[src/rtl/reg_file_pkg.sv]
// rtl/reg_file_pkg.sv - shared defaults and write-source encodings for reg_file_sb
package reg_file_pkg;
  localparam int DATA_W_DEF = 32;
  localparam int ADDR_W_DEF = 3;

  localparam logic W_SEL_ALU = 1'b0;
  localparam logic W_SEL_ID  = 1'b1;
endpackage

[src/rtl/reg_file_scoreboard.sv]
// rtl/reg_file_scoreboard.sv - per-register busy flags; reserve beats writeback clear
module reg_file_scoreboard import reg_file_pkg::*; #(
  parameter int ADDR_W  = ADDR_W_DEF,
  parameter bit R0_ZERO = 1'b0,
  localparam int NREGS  = 2**ADDR_W
) (
  input  logic              clk,
  input  logic              rst,
  input  logic              res_enable,
  input  logic [ADDR_W-1:0] res_addr,
  input  logic              w_enable,
  input  logic [ADDR_W-1:0] w_addr,
  output logic [NREGS-1:0]  busy_vec
);

  logic [NREGS-1:0] busy_nxt;

  // A reserve landing with a writeback means a new producer is pending, so set wins.
  always_comb begin
    busy_nxt = busy_vec;
    for (int i = 0; i < NREGS; i++) begin
      if (res_enable && res_addr == ADDR_W'(i))
        busy_nxt[i] = 1'b1;
      else if (w_enable && w_addr == ADDR_W'(i))
        busy_nxt[i] = 1'b0;
    end
    if (R0_ZERO)
      busy_nxt[0] = 1'b0;
  end

  always_ff @(posedge clk or posedge rst) begin
    if (rst)
      busy_vec <= '0;
    else
      busy_vec <= busy_nxt;
  end

endmodule

[src/rtl/reg_file_sb.sv]
// rtl/reg_file_sb.sv - 2R/1W register file with write-first bypass and busy scoreboard
module reg_file_sb import reg_file_pkg::*; #(
  parameter int DATA_W  = DATA_W_DEF,
  parameter int ADDR_W  = ADDR_W_DEF,
  parameter bit R0_ZERO = 1'b0,
  localparam int NREGS  = 2**ADDR_W
) (
  input  logic              clk,
  input  logic              rst,
  input  logic [ADDR_W-1:0] r_addr_0,
  input  logic [ADDR_W-1:0] r_addr_1,
  output logic [DATA_W-1:0] r_val_0,
  output logic [DATA_W-1:0] r_val_1,
  output logic              r_busy_0,
  output logic              r_busy_1,
  input  logic              w_enable,
  input  logic              w_select,
  input  logic [ADDR_W-1:0] w_addr,
  input  logic [DATA_W-1:0] w_alu,
  input  logic [DATA_W-1:0] w_id,
  input  logic              res_enable,
  input  logic [ADDR_W-1:0] res_addr,
  output logic [NREGS-1:0]  busy_vec
);

  logic [DATA_W-1:0] regs [NREGS];
  logic [DATA_W-1:0] wd;
  logic              w_store;

  assign wd      = (w_select == W_SEL_ID) ? w_id : w_alu;
  assign w_store = w_enable && !(R0_ZERO && w_addr == '0);

  always_ff @(posedge clk or posedge rst) begin
    if (rst) begin
      for (int i = 0; i < NREGS; i++)
        regs[i] <= '0;
    end else if (w_store) begin
      regs[w_addr] <= wd;
    end
  end

  // Hard-wired zero overrides the bypass as well as the array.
  always_comb begin
    r_val_0 = regs[r_addr_0];
    r_val_1 = regs[r_addr_1];
    if (w_enable && r_addr_0 == w_addr)
      r_val_0 = wd;
    if (w_enable && r_addr_1 == w_addr)
      r_val_1 = wd;
    if (R0_ZERO && r_addr_0 == '0)
      r_val_0 = '0;
    if (R0_ZERO && r_addr_1 == '0)
      r_val_1 = '0;
  end

  // A writeback in the same cycle lifts the stall, matching the bypassed data.
  assign r_busy_0 = busy_vec[r_addr_0] & ~(w_enable && w_addr == r_addr_0);
  assign r_busy_1 = busy_vec[r_addr_1] & ~(w_enable && w_addr == r_addr_1);

  reg_file_scoreboard #(
    .ADDR_W  (ADDR_W),
    .R0_ZERO (R0_ZERO)
  ) u_scoreboard (
    .clk        (clk),
    .rst        (rst),
    .res_enable (res_enable),
    .res_addr   (res_addr),
    .w_enable   (w_enable),
    .w_addr     (w_addr),
    .busy_vec   (busy_vec)
  );

endmodule

[config.mk]
export PLATFORM = sky130hd
export DESIGN_NAME = reg_file_sb
export DESIGN_NICKNAME = d
export VERILOG_FILES = /design/src/rtl/reg_file_pkg.sv /design/src/rtl/reg_file_scoreboard.sv /design/src/rtl/reg_file_sb.sv
export SDC_FILE = /design/constraint.sdc
export NUM_CORES = 1
export LEC_CHECK = 0
export ABC_AREA = 1
export CAP_MARGIN = 10
export CORE_MARGIN = 2
export CORE_UTILIZATION = 59
export DETAILED_ROUTE_END_ITERATION = 8
export PLACE_DENSITY = 0.82
export SETUP_SLACK_MARGIN = 0.02
export SLEW_MARGIN = 10
export SYNTH_ARGS = -nofsm -noshare
export SYNTH_HDL_FRONTEND = slang
export SYNTH_SLANG_ARGS = --single-unit
[constraint.sdc]
create_clock -name clk -period 9.6 [get_ports clk]
set_input_delay 0.96 -clock clk [delete_from_list [all_inputs] [get_ports clk]]
set_output_delay 0.96 -clock clk [all_outputs]
set_load 0.005 [all_outputs]
Word-level counts from Yosys, hierarchy flattened

Cells that the tools add are included.

Register bits after elaboration: 264
ROM bits: 0
Word-level logic and storage cells: 110
RAM bits: 0
Memories: 0
Latch bits: 0

Magnitude comparators: 6
Multiply operators: 0
Shift operators: 0
Reductions and logical operators: 31
Bitwise gates (word level): 7
Mux-type cells: 32
Eq/ne operators: 18
$add $sub $neg: 0
Divide/modulo/power cells: 0

Operator list:

| kind                                                | number |
|---|---|
| bitwise mux 256 bit                                 | 1 |
| two-way mux 32 bit                                  | 8 |
| binary-select mux 32 bit (select 3 bit)             | 2 |
| demux 32 bit (select 3 bit)                         | 1 |
| equality test 3 bit, second input constant          | 8 |
| logical AND 1 bit                                   | 21 |
| two-way mux 1 bit                                   | 18 |
| nonzero test 2 bit                                  | 8 |
| equality test 3 x 2 -> 1 bit, second input constant | 4 |
| equality test 3 bit                                 | 4 |
| >= comparator 4 bit, second input constant          | 3 |
| inverter 3 -> 4 bit                                 | 3 |
| < comparator 3 x 4 -> 1 bit, second input constant  | 2 |
| binary-select mux 1 bit (select 3 bit)              | 2 |
| equality test 3 x 1 -> 1 bit, second input constant | 2 |
| zero test 3 bit                                     | 2 |
| < comparator 4 x 1 -> 1 bit, second input constant  | 1 |
| bitwise AND 1 bit                                   | 2 |
| inverter 1 bit                                      | 2 |

Depth between registers and ports, before layout

Depth in word-level cells: 6
Gate-level depth with buffers: 9
Gate-level depth less buffers: 7

Cells and area by module

A second synthesis with hierarchy kept.

Cells, all modules: 2453
Area, all modules: 16191.8 um2

Modules (own cells, without submodules):

| module              | area an instance (um2) | instances | cells an instance |
|---|---|---|---|
| reg_file_sb         | 15780.1                | 1         | 2391 |
| reg_file_scoreboard | 411.6                  | 1         | 62 |

Worst setup path before layout

No wires, ideal clock.

Path type: input-to-output
Start: input r_addr_1[2]
End: output r_busy_1
Required time: 8.640 ns
Setup slack: 6.799 ns
Buffers on the path: 2
Cell stages on the path: 8
Data arrival time: 1.841 ns
Cells stage by stage: buf_2 inv_2 nor2_1 nor2_4 nand2_2 buf_2 nand2_1 nor2_1

Cells in the longest elaborated chain, start to end: 4
Elaborated cells between the ends (all ways): 6

RTL lines:

| element                                                                                        | line              | RTL |
|---|---|---|
| start: declaration                                                                             | reg_file_sb.sv:11 | `input logic [ADDR_W-1:0] r_addr_1,` |
| parallel branches: the longest is 3 deep, another holds binary-select mux 1 bit (select 3 bit) | -                 |  |
| bitwise AND 1 bit (*)                                                                          | reg_file_sb.sv:58 | `assign r_busy_1 = busy_vec[r_addr_1] & ~(w_enable && w_addr == r_addr_1);` |
| end: declaration                                                                               | reg_file_sb.sv:15 | `output logic r_busy_1,` |

Mark *: on every way between the ends. The select of a mux whose other input is x is not followed.

Worst setup path in the final report

Start: input r_addr_1[2]
End: output r_val_1[28]

Cells in the longest elaborated chain, start to end: 5
Elaborated cells between the ends (all ways): 7

RTL lines:

| element                                                | line              | RTL |
|---|---|---|
| inverter 3 -> 4 bit (implied by the code)              | reg_file_sb.sv:45 | `r_val_1 = regs[r_addr_1];` |
| binary-select mux 32 bit (select 3 bit)                | reg_file_sb.sv:45 |  |
| two-way mux 32 bit (implied by the code) (2 in series) | reg_file_sb.sv:45 |  |
| two-way mux 32 bit (*)                                 | reg_file_sb.sv:48 | `if (w_enable && r_addr_1 == w_addr)` |
| end: declaration                                       | reg_file_sb.sv:13 | `output logic [DATA_W-1:0] r_val_1,` |

Every way passes the cells marked *; elsewhere a longest branch is shown, timed or not. The select of a mux whose other input is x is not followed.

==> metrics.md <==
| Metric | Value |
|---|---|
| Synth Warn # | `0` |
| Drt total wl | `53.6 mm` |
| Area leader, netlist | `dfrtp_1` |
| ANT cells | `0` |
| First-pass GRT wire length | `84.9 mm` |
| All-Layer GR Usage | `36.6%` |
| Post-route non-filler standard cell count | `2918` |
| Crit path kind | `in -> out` |
| Layout cells sized above 1 | `5.24%` |
| Outcome | `finished, final reports clean` |
| RR Endpoint | `regs[158]$_DFFE_PP0P_` |
| Clk sinks | `264` |
| Hold Path Stages | `2` |
| Synth Register Bits | `264` |
| Slew headroom | `25.6%` |
| Die area | `29300 µm²` |
| Clk_lat worst skew | `0.55 ns` |
| Period minus WS final | `5.98 ns` |
| Dpl hpwl | `29.7 mm` |
| Synth top area cells | `dfrtp_1 (40%), nand2_1 (21%), nand3_1 (16%)` |
| Final Skew | `0 ns` |
| # hold bufs at CTS | `0` |
| Cell area after synthesis | `16500 µm²` |
| FMAX | `167 MHz` |
| DRT iter0 DRCs | `2765` |
| Cells after synthesis | `2491` |
| WHS Endpoint | `regs[87]$_DFFE_PP0P_` |
| Post-Place Cells | `2867` |
| Placeable Area | `27600 µm²` |
| CTS buffer count | `29` |
| Predominant post-synthesis flop cell | `dfrtp_1` |
| Max FO, Critical Path | `35` |
| Pleak | `9.25 nW` |
| Unrepaired setup endpoints after global routing | `false` |
| Synth top area share | `40.1%` |
| Maximum VDD drop | `0.146 mV` |
| IO Pins | `155` |
| Max-Cap Viols | `0` |
| Syn-to-layout area delta | `13.8%` |
| DRC viols | `0` |
| WP data arrival | `5.02 ns` |
| Synth cell types | `24` |
| Period utilisation layout | `62.3%` |
| Fin Hold WS | `0.538 ns` |
| CTS tree | `yes` |
| Cell with the most instances after synthesis | `nand2_1` |
| Setup WS pre-CTS | `3.85 ns` |
| Final core occ | `67.9%` |
| Syn Nets | `2572` |
| Worst min path class | `reg -> reg` |
| Setup ws final | `3.62 ns` |
| Worst R2R Start | `regs[158]$_DFFE_PP0P_` |
| # Post-CTS Setup Buffers | `0` |
| Vias in the first global route | `16.6k` |
| Clock transition at the registers of the reported paths | `0.06 ns` |
| DR vias/cell | `5.98` |
| Register area share after synthesis | `40.1%` |
| Port-buffer cells | `154` |
| Vias | `17.4k` |
| Post_cts resized | `0` |
| Endpoints failing hold | `0` |
| Syn_area_per_cell | `6.62 µm²` |
| Min-delay src | `regs[87]$_DFFE_PP0P_` |
| Slew Limit Fails | `0` |
| Initial antenna violation count | `0` |
| Clk root buf | `clkbuf_16` |
| Critical Path RT | `8.64 ns` |
| WL/cell | `18.4 µm` |
| Filler Cells Inserted | `2360` |
| Worst Setup End Kind | `output pin` |
| Core Rows | `61` |
| DRT Pass-1 Iters | `7` |
| Setup total negative slack | `0 ns` |
| # setup viols final | `0` |
| H-tree level count | `1` |
| Clk buf depth | `3` |
| Slew @ Worst Pin | `1.11 ns` |
| Final #Nets | `2601` |
| R2r setup slk | `8.82 ns` |
| Die width | `171 µm` |
| Worst reg2reg path depth | `1` |
| Top cells by count, synth | `nand2_1 (906), nand3_1 (514), inv_1 (290)` |
| Die height | `171 µm` |
| Starting Density | `59.6%` |
| Antenna-violating nets left | `0` |
| Post-synth EDFFs | `0` |
| Crit path launch type | `input pin` |
| Post-synth ARST share | `100%` |
| Area taken by multi-input logic gates | `7900 µm²` |
| Pin count of the biggest net entering global routing | `176` |
| Pwr dens | `192 nW/µm²` |
| GPL Wtd Cong | `0.858` |
| GRT overflow | `0` |
| FF/Latch Area | `6610 µm²` |
[flip-flops by register name, indices dropped and copies added (netlist names)]
signal	flops
regs	256
u_scoreboard.busy_vec	8
[critical path, cell delays in order]
cell and delay, ns:
buf_2 0.08, buf_4 0.54, inv_2 0.56, nand2_1 0.17
nand2_1 0.10, nor2_4 0.82, nand2_2 0.87, nand3_1 0.33
nand2_1 0.09, clkdlybuf4s50_1 0.45
[cell families (layout without fill, tap and decap cells)]
kind of cell | count (synthesis) | count (layout) | share of synthesized area [%]
multiplexers | 4 | 4 | 0.273
AND/OR/NAND/NOR | 1449 | 1449 | 37.7
flip-flops | 264 | 264 | 40.1
AO/OA/AOI/OAI | 303 | 303 | 9.94
buffers and inverters | 471 | 520 | 12.0
[power by group]
part	leakage, nW	switching, mW	total [mW]	internal, mW
sequential	3.24	0.0732	1.42	1.35
combinational	5.52	0.645	1.02	0.373
clock	0.487	0.470	1.16	0.691
total	9.25	1.19	3.60	2.41
[metal layers]
metal | up-vias | part of all wire, % | GRT usage [%]
li1 | 7963 | - | -
met1 | 7955 | 38 | 49.1
met2 | 1298 | 44 | 56.8
met3 | 230 | 13 | 6.62
met4 | 0 | 4.8 | 19.1
met5 | - | 0 | 0
[placed cells by master, fill, tap and decap left out, drive strengths merged]
cell           Yosys  routed
a21oi              2       2
buf              123      24
bufinv             0       3
clkbuf            50      39
clkdlybuf4s50      0     147
clkinv             0       7
clkinvlp           0       2
dfrtp            264     264
inv              298     298
mux2               4       4
nand2            911     911
nand3            514     514
nor2              24      24
o211ai             2       2
o21ai            297     297
o22ai              1       1
o31ai              1       1
[cell type report]
type                            instances  area share, %
Inverter                              298           6.03
Tap cell                              378           2.52
Multi-Input combinational cell       1756           42.1
Timing Repair Buffer                  171           8.82
Clock buffer                           39           4.50
Clock inverter                         12          0.747
Sequential cell                       264           35.2
[per-stage QoR]
step | power [mW] | cell area (µm²)
6_report | 3.60 | 18800
3_3_place_gp | 2.38 | 17800
5_1_grt | 3.79 | 18800
3_5_place_dp | 2.42 | 17800
4_1_cts | 3.58 | 18800
2_1_floorplan | 2.09 | 16500
[worst max-delay path by stage]
stage / end / startpoint / slack (ns) / depth (start not counted)
2_1_floorplan: regs[0]$_DFFE_PP0P_ / rst / 1.37 / 1
3_3_place_gp: r_val_1[23] / r_addr_1[2] / 4.02 / 9
3_5_place_dp: r_val_1[31] / r_addr_1[2] / 3.85 / 10
4_1_cts: r_val_1[1] / r_addr_1[2] / 3.84 / 10
5_1_grt: r_val_1[20] / r_addr_1[2] / 3.61 / 10
6_report: r_val_1[28] / r_addr_1[2] / 3.62 / 10
Note: power is estimated with default switching activity, not from simulation.
==> RTL change: new RTL, config.mk and constraints unchanged <==
Register the outputs `r_busy_0` and `r_busy_1`; this adds one clock of latency there. The other outputs are not delayed to match.
--- a/src/rtl/reg_file_sb.sv
+++ b/src/rtl/reg_file_sb.sv
@@ -56,4 +56,6 @@
   // A writeback in the same cycle lifts the stall, matching the bypassed data.
-  assign r_busy_0 = busy_vec[r_addr_0] & ~(w_enable && w_addr == r_addr_0);
-  assign r_busy_1 = busy_vec[r_addr_1] & ~(w_enable && w_addr == r_addr_1);
+  always_ff @(posedge clk) begin
+    r_busy_0 <= busy_vec[r_addr_0] & ~(w_enable && w_addr == r_addr_0);
+    r_busy_1 <= busy_vec[r_addr_1] & ~(w_enable && w_addr == r_addr_1);
+  end
 
Check against the original RTL: not equivalent (a bounded check fails within 4 cycles, from zero or initial values and one cycle with rst high).
==> RTL change against the original RTL <==
  * Synthesized cell count barely moved
  * Die area increased by 0.24%
  * Design area down 0.33%
  * Sequential cell count increased by 2
  * Count of clock-buffer cells in the layout increased by 2
  * Worst setup slack improved by 0.0018 ns
  * Power down 2.2%
  * Wire length shrank 2.3%
  * Area after synthesis grew 0.24%
  * Clock power fell by 7%
==> RTL change: results (changes against the original RTL) <==
- Initial antenna violation count: 0 (unchanged)
- CTS H-tree lvls: 1 (unchanged)
- Share of cells above drive strength 1: 5.03% (was 5.24%)
- Clock-pin slew on the worst setup and hold paths: 0.06 ns (about the same)
- Final wirelength: 52,300 um (was 53,600 um)
- Yosys cell types: 25 (was 24)
- Post-CTS Setup Bufs: 0 (unchanged)
- First-pass GRT wire length: 83,800 um (was 84,900 um)
- Antenna cell count: 0 (unchanged)
- Regs by FF count: regs: 256 flops, u_scoreboard.busy_vec: 8 flops (unchanged)
- Net Sw Frac: 33.5% (was 33.0%)
- Yosys warns: 0 (unchanged)
- Worst Path Max Fanout: 35 (unchanged)
- Synth Area in XOR/XNOR: 0% (unchanged)
- Class of the worst hold path: reg2reg (unchanged)
- Top cells by area, synth: dfrtp_1 40%, nand2_1 21%, nand3_1 16% (unchanged)
- EDFF count, synth: 0 (unchanged)
- Vias in the first global route: 16.5k (was 16.6k)
- Leakage: 9.23 nW (was 9.25 nW)
- FILL cells: 2,393 (was 2,360)
- Initial DRC count: 2,481 (was 2,765)
- Area after DPL: 0.0178 mm^2 (about the same)
- Sequential Power Share: 40.7% (was 39.5%)
- Fin Clk Skew: 0.000312 ns (was 0 ns)
- Post-DP HPWL: 28,700 um (was 29,700 um)
- Layout Nets: 2,603 (was 2,601)
- Internal: 2.34 mW (was 2.41 mW)
- Drt pass-1 iters: 7 (unchanged)
- Post-synthesis adder-cell area fraction: 0% (unchanged)
- Post-synthesis mux area share: 0.273% (about the same)
- Vias: 17.3k (was 17.4k)
- Relative slew slack: 22.0% (was 25.6%)
- Inserted Clock Buffers: 29 (unchanged)
- Max IR drop VDD: 143 uV (was 146 uV)
- Compound-Gate Fraction of Synth Area: 9.91% (was 9.94%)
- Clock power frac: 30.6% (was 32.2%)
- Post_cts resized: 0 (unchanged)
- Clock Path Buffers: 3 (unchanged)
- Crit path DAT: 5.02 ns (about the same)
- Share of the yosys chip area belonging to registers: 40.2% (was 40.1%)
- Skew-Pair Late Insertion Delay: 0.56 ns
- GRT Total Usage: 35.7% (was 36.6%)
- Largest net degree at the start of global routing: 122 (was 176)
- Status: finished, final reports clean (unchanged)
- GPL Wtd Cong: 0.851 (was 0.858)
- Clk Tree Root Cell: clkbuf_16 (unchanged)
- Ys async rst share: 99.2% (was 100%)
- Worst slack, placed: 3.79 ns (was 3.85 ns)
- Top cells by count, synth: 906 x nand2_1, 514 x nand3_1, 290 x inv_1, 264 x dfrtp_1, 243 x o21ai_0 (unchanged)
-- RTL change: cell count changes after synthesis, sizes merged --
cell,change
dfxtp,+2
-- RTL change: worst paths after layout --
check                                         start     endpoint  slack, ns  depth (start not counted)
max reg2reg                u_scoreboard.busy_vec[5]     r_busy_0       8.54                          6
max in group asynchronous                       rst    regs[161]       7.05                          3
max                                     r_addr_0[2]  r_val_0[28]       3.62                          9
min reg2reg                                regs[64]     regs[64]       0.54                          2
min                                        regs[64]     regs[64]       0.54                          2
min in group asynchronous                       rst    regs[205]       0.95                          2
-- RTL change: layer usage --
| metal | track usage (%) | vias up | part of all wire (%) |
|---|---|---|---|
| li1 | - | 7951 | - |
| met1 | 47.6 | 7989 | 39 |
| met2 | 57.2 | 1178 | 45 |
| met3 | 6.01 | 190 | 11 |
| met4 | 16.9 | 0 | 4.4 |
| met5 | 0 | - | 0 |
-- RTL change: worst max-delay path: stages --
cell,delay [ns]
buf_2,0.09
buf_4,0.31
inv_2,0.79
nor2_1,0.17
nor2_4,0.93
nand2_2,0.88
nand3_1,0.32
nand2_1,0.08
clkdlybuf4s50_1,0.45
-- RTL change: area by class of cell --
| type | instances | area [um^2] | area share (%) |
|---|---|---|---|
| clock buffers | 41 | 811 | 4.34 |
| clock inverters | 11 | 83.8 | 0.449 |
| inverters | 298 | 1130 | 6.05 |
| multi-input cells | 1756 | 7900 | 42.3 |
| flip-flops and latches | 266 | 6650 | 35.6 |
| well taps | 378 | 473 | 2.53 |
| repair buffers | 171 | 1640 | 8.78 |
-- RTL change: metrics by stage --
stage,hold WS (ns),cells
2_1_floorplan,0.489,2493
3_3_place_gp,0.507,2869
3_5_place_dp,0.516,2869
4_1_cts,0.532,2921
5_1_grt,0.556,2921
6_report,0.539,2921
